`config.mk`:
```
export PLATFORM = sky130hd
export DESIGN_NAME = prgram_counter
export DESIGN_NICKNAME = d
export VERILOG_FILES = /design/src/rtl/prgram_counter.sv
export SDC_FILE = /design/constraint.sdc
export NUM_CORES = 1
export LEC_CHECK = 0
export ABC_AREA = 0
export CAP_MARGIN = 20
export CORE_AREA = 2 2 51 53
export CTS_BUF_LIST = sky130_fd_sc_hd__clkbuf_4
export DETAILED_ROUTE_END_ITERATION = 7
export DIE_AREA = 0 0 53 55
export PLACE_DENSITY = 0.86
export SLEW_MARGIN = 20
export SYNTH_ARGS = -nofsm -noshare
export SYNTH_HDL_FRONTEND = slang
export SYNTH_SLANG_ARGS = --single-unit
```
`constraint.sdc`:
```
create_clock -name clk -period 2.27 [get_ports clk]
set_input_delay 0.454 -clock clk [delete_from_list [all_inputs] [get_ports clk]]
set_output_delay 0.454 -clock clk [all_outputs]
set_load 0.05 [all_outputs]
```
`src/rtl/prgram_counter.sv`:
```
// Program counter register for the 32-bit MIPS datapath. It holds the fetch address
// and loads the upstream next-PC value on every rising clock edge.
module prgram_counter #(
   parameter int               WIDTH       = 32,
   parameter logic [WIDTH-1:0] RESET_VALUE = {WIDTH{1'b0}},
   parameter bit               FORCE_ALIGN = 1'b0
) (
   input  logic             clk,
   input  logic             rst,
   input  logic [WIDTH-1:0] PcIn,
   output logic [WIDTH-1:0] PcNext
);

   logic [WIDTH-1:0] pcLoad_s;

   // Clears the two byte-offset bits so the fetch address is word aligned.
   function automatic logic [WIDTH-1:0] wordAlign(input logic [WIDTH-1:0] pc);
      logic [WIDTH-1:0] aligned;
      aligned      = pc;
      aligned[1:0] = 2'b00;
      return aligned;
   endfunction

   // Selects the value to load: the aligned or the unmodified next-PC.
   always_comb begin
      pcLoad_s = PcIn;
      if (FORCE_ALIGN) begin
         pcLoad_s = wordAlign(PcIn);
      end else begin
         pcLoad_s = PcIn;
      end
   end

   // The PC register. Reset takes effect immediately and wins over any clock edge.
   always_ff @(posedge clk or posedge rst) begin
      if (rst) begin
         PcNext <= RESET_VALUE;
      end else begin
         PcNext <= pcLoad_s;
      end
   end

endmodule

```
==> out/metrics.csv <==
metric;value;unit
status;finished clean;
TritonCTS Buffers;5;
TNS Setup;0;ns
die width;53;µm
most frequent cells in the layout;clkdlybuf4s50_1 (65), dfrtp_1 (32), clkbuf_4 (5), clkinv_1 (2);
CTS clk-pin slew, worst paths;0.10;ns
# rows;18;
Multi-input gate area;0;µm²
post-DP HPWL;1.41;mm
synthesized area;805;µm²
routed length per instance;13.7;µm
Post-CTS Hold Fix Bufs;0;
CTS Root Cell;clkbuf_4;
Cells after Synth;33;
#FFs+latches synth;32;
share of cells above drive strength 1;5.66;%
Top Family by Delay on Critical Path;buffers and inverters;
Initial Utilization;34.0;%
DR vias;532;
register bank with the most flops;PcNext;
largest net degree at the start of global routing;33;
cell taking the most area after synthesis;dfrtp_1;
DRT Pass-1 Iters;2;
endpoints failing hold;0;
Area contributors post-synth;dfrtp_1 (100%), inv_1 (0.47%);
Port Buffer Count;65;
LEAKAGE;0.663;nW
CP max-delay cell;clkdlybuf4s50_1;
Initial DRC Count;1;
Ys Warns;0;
Remaining DRCs;0;
Setup Fix Bufs, Post-CTS;0;
sequential share of the synthesized area;99.5;%
synth unique cells;2;
PwrDens;725;nW/µm²
# Max-Cap Violations;0;
die area;2920;µm²
n_diodes;0;
global-route wire length before repair;2.44;mm
area delta synth->final;92.1;%
Core ar.;2360;µm²
crit path cell chain;clkdlybuf4s50_1;
post-route clock period utilization;85.1;%
Final Setup Violations;0;
H-tree Lvls;2;
Least-Margin Pin Slew;0.511;ns
Ports;66;
antenna-violating nets left;0;
crit start category;register;
Syn Nets;67;
Die Height;55;µm
multi-input gates;0;
commonest non-fill, non-tap cell in the layout;clkdlybuf4s50_1;
Top Registers;PcNext: 32 flops;
Power, Total;1.12;mW
maximum clock path buffer count;2;
initial antenna violation count;0;
Routed Wire Length;1.86;mm
GPL Wtd Cong;0.581;
Total GRT Usage;13.3;%
Rel. slew slack;65.8;%
Clock Sinks;32;
Hold Path Class;in -> async;
RSZ-0062 raised after global routing;no;
max reg flops;32;
post-DR vias/cell;3.91;
pins over their slew limit;0;
Worst EP arrival;1.48;ns
Max VDD drop;0.530;mV
CP required;1.82;ns
CP Capture Type;primary output;
Post-Syn Area per Cell;24.4;µm²
share of the synthesized area in the top cell type;99.5;%
achievable frequency;518;MHz
GRT overflow;0;
WP buf/inv;1;
TritonCTS clock tree;yes;
critical setup path kind;reg -> out;
vias in the first global route;515;
fillers;195;
nets;140;
post-layout min period;1.93;ns
cts repair resizes;0;
crit-path max FO;1;
slowest cell delay on critical path;0.80;ns
[power breakdown]
group	internal, mW	total (mW)	switching (mW)
combinational	0.0980	0.233	0.135
clock	0.108	0.281	0.173
sequential	0.598	0.606	0.00787
total	0.804	1.12	0.316
[logic make-up after synthesis]
family | after synthesis | synth area share, %
flops | 32 | 99.5
buf+inv | 1 | 0.466
[cell type report]
class                   instances  area, µm²  area share, %
clock buffers                   5       37.5           2.43
clock inverters                 2       7.51          0.486
inverters                       1       3.75          0.243
flip-flops and latches         32        801           51.8
well taps                      30       37.5           2.43
repair buffers                 66        658           42.6
[Yosys cell counts, drive strengths merged]
cell / count
dfrtp: 32
inv: 1
[stage by stage]
stage                     cells  setup WS, ns  util (%)  hold slack, ns  cell area (µm²)
final                       136         0.338      65.3           0.510             1550
after CTS                   136         0.316      65.3           0.525             1550
after global placement      129         0.707      63.4           0.854             1500
after floorplan              33          1.13         -           0.485              805
after global routing        136         0.280      65.3           0.537             1550
after detailed placement    129         0.685      63.4           0.877             1500
[final timing paths]
check | slack (ns) | cells after the start | start | to
min | 0.51 | 3 | rst | PcNext[16]
max in group asynchronous | 1.48 | 3 | rst | PcNext[21]
min in group clk | 0.56 | 1 | PcIn[9] | PcNext[9]
max | 0.34 | 1 | PcNext[9] | PcNext[9]
[routing by layer]
layer / part of all wire, % / vias to the layer above / GRT usage, %
li1: - / 245 / -
met3: 8.6 / 7 / 7.80
met5: 0 / - / 0
met2: 57 / 26 / 20.6
met1: 31 / 254 / 12.1
met4: 3.3 / 0 / 12.8
Note: power is estimated with default switching activity, not from simulation.
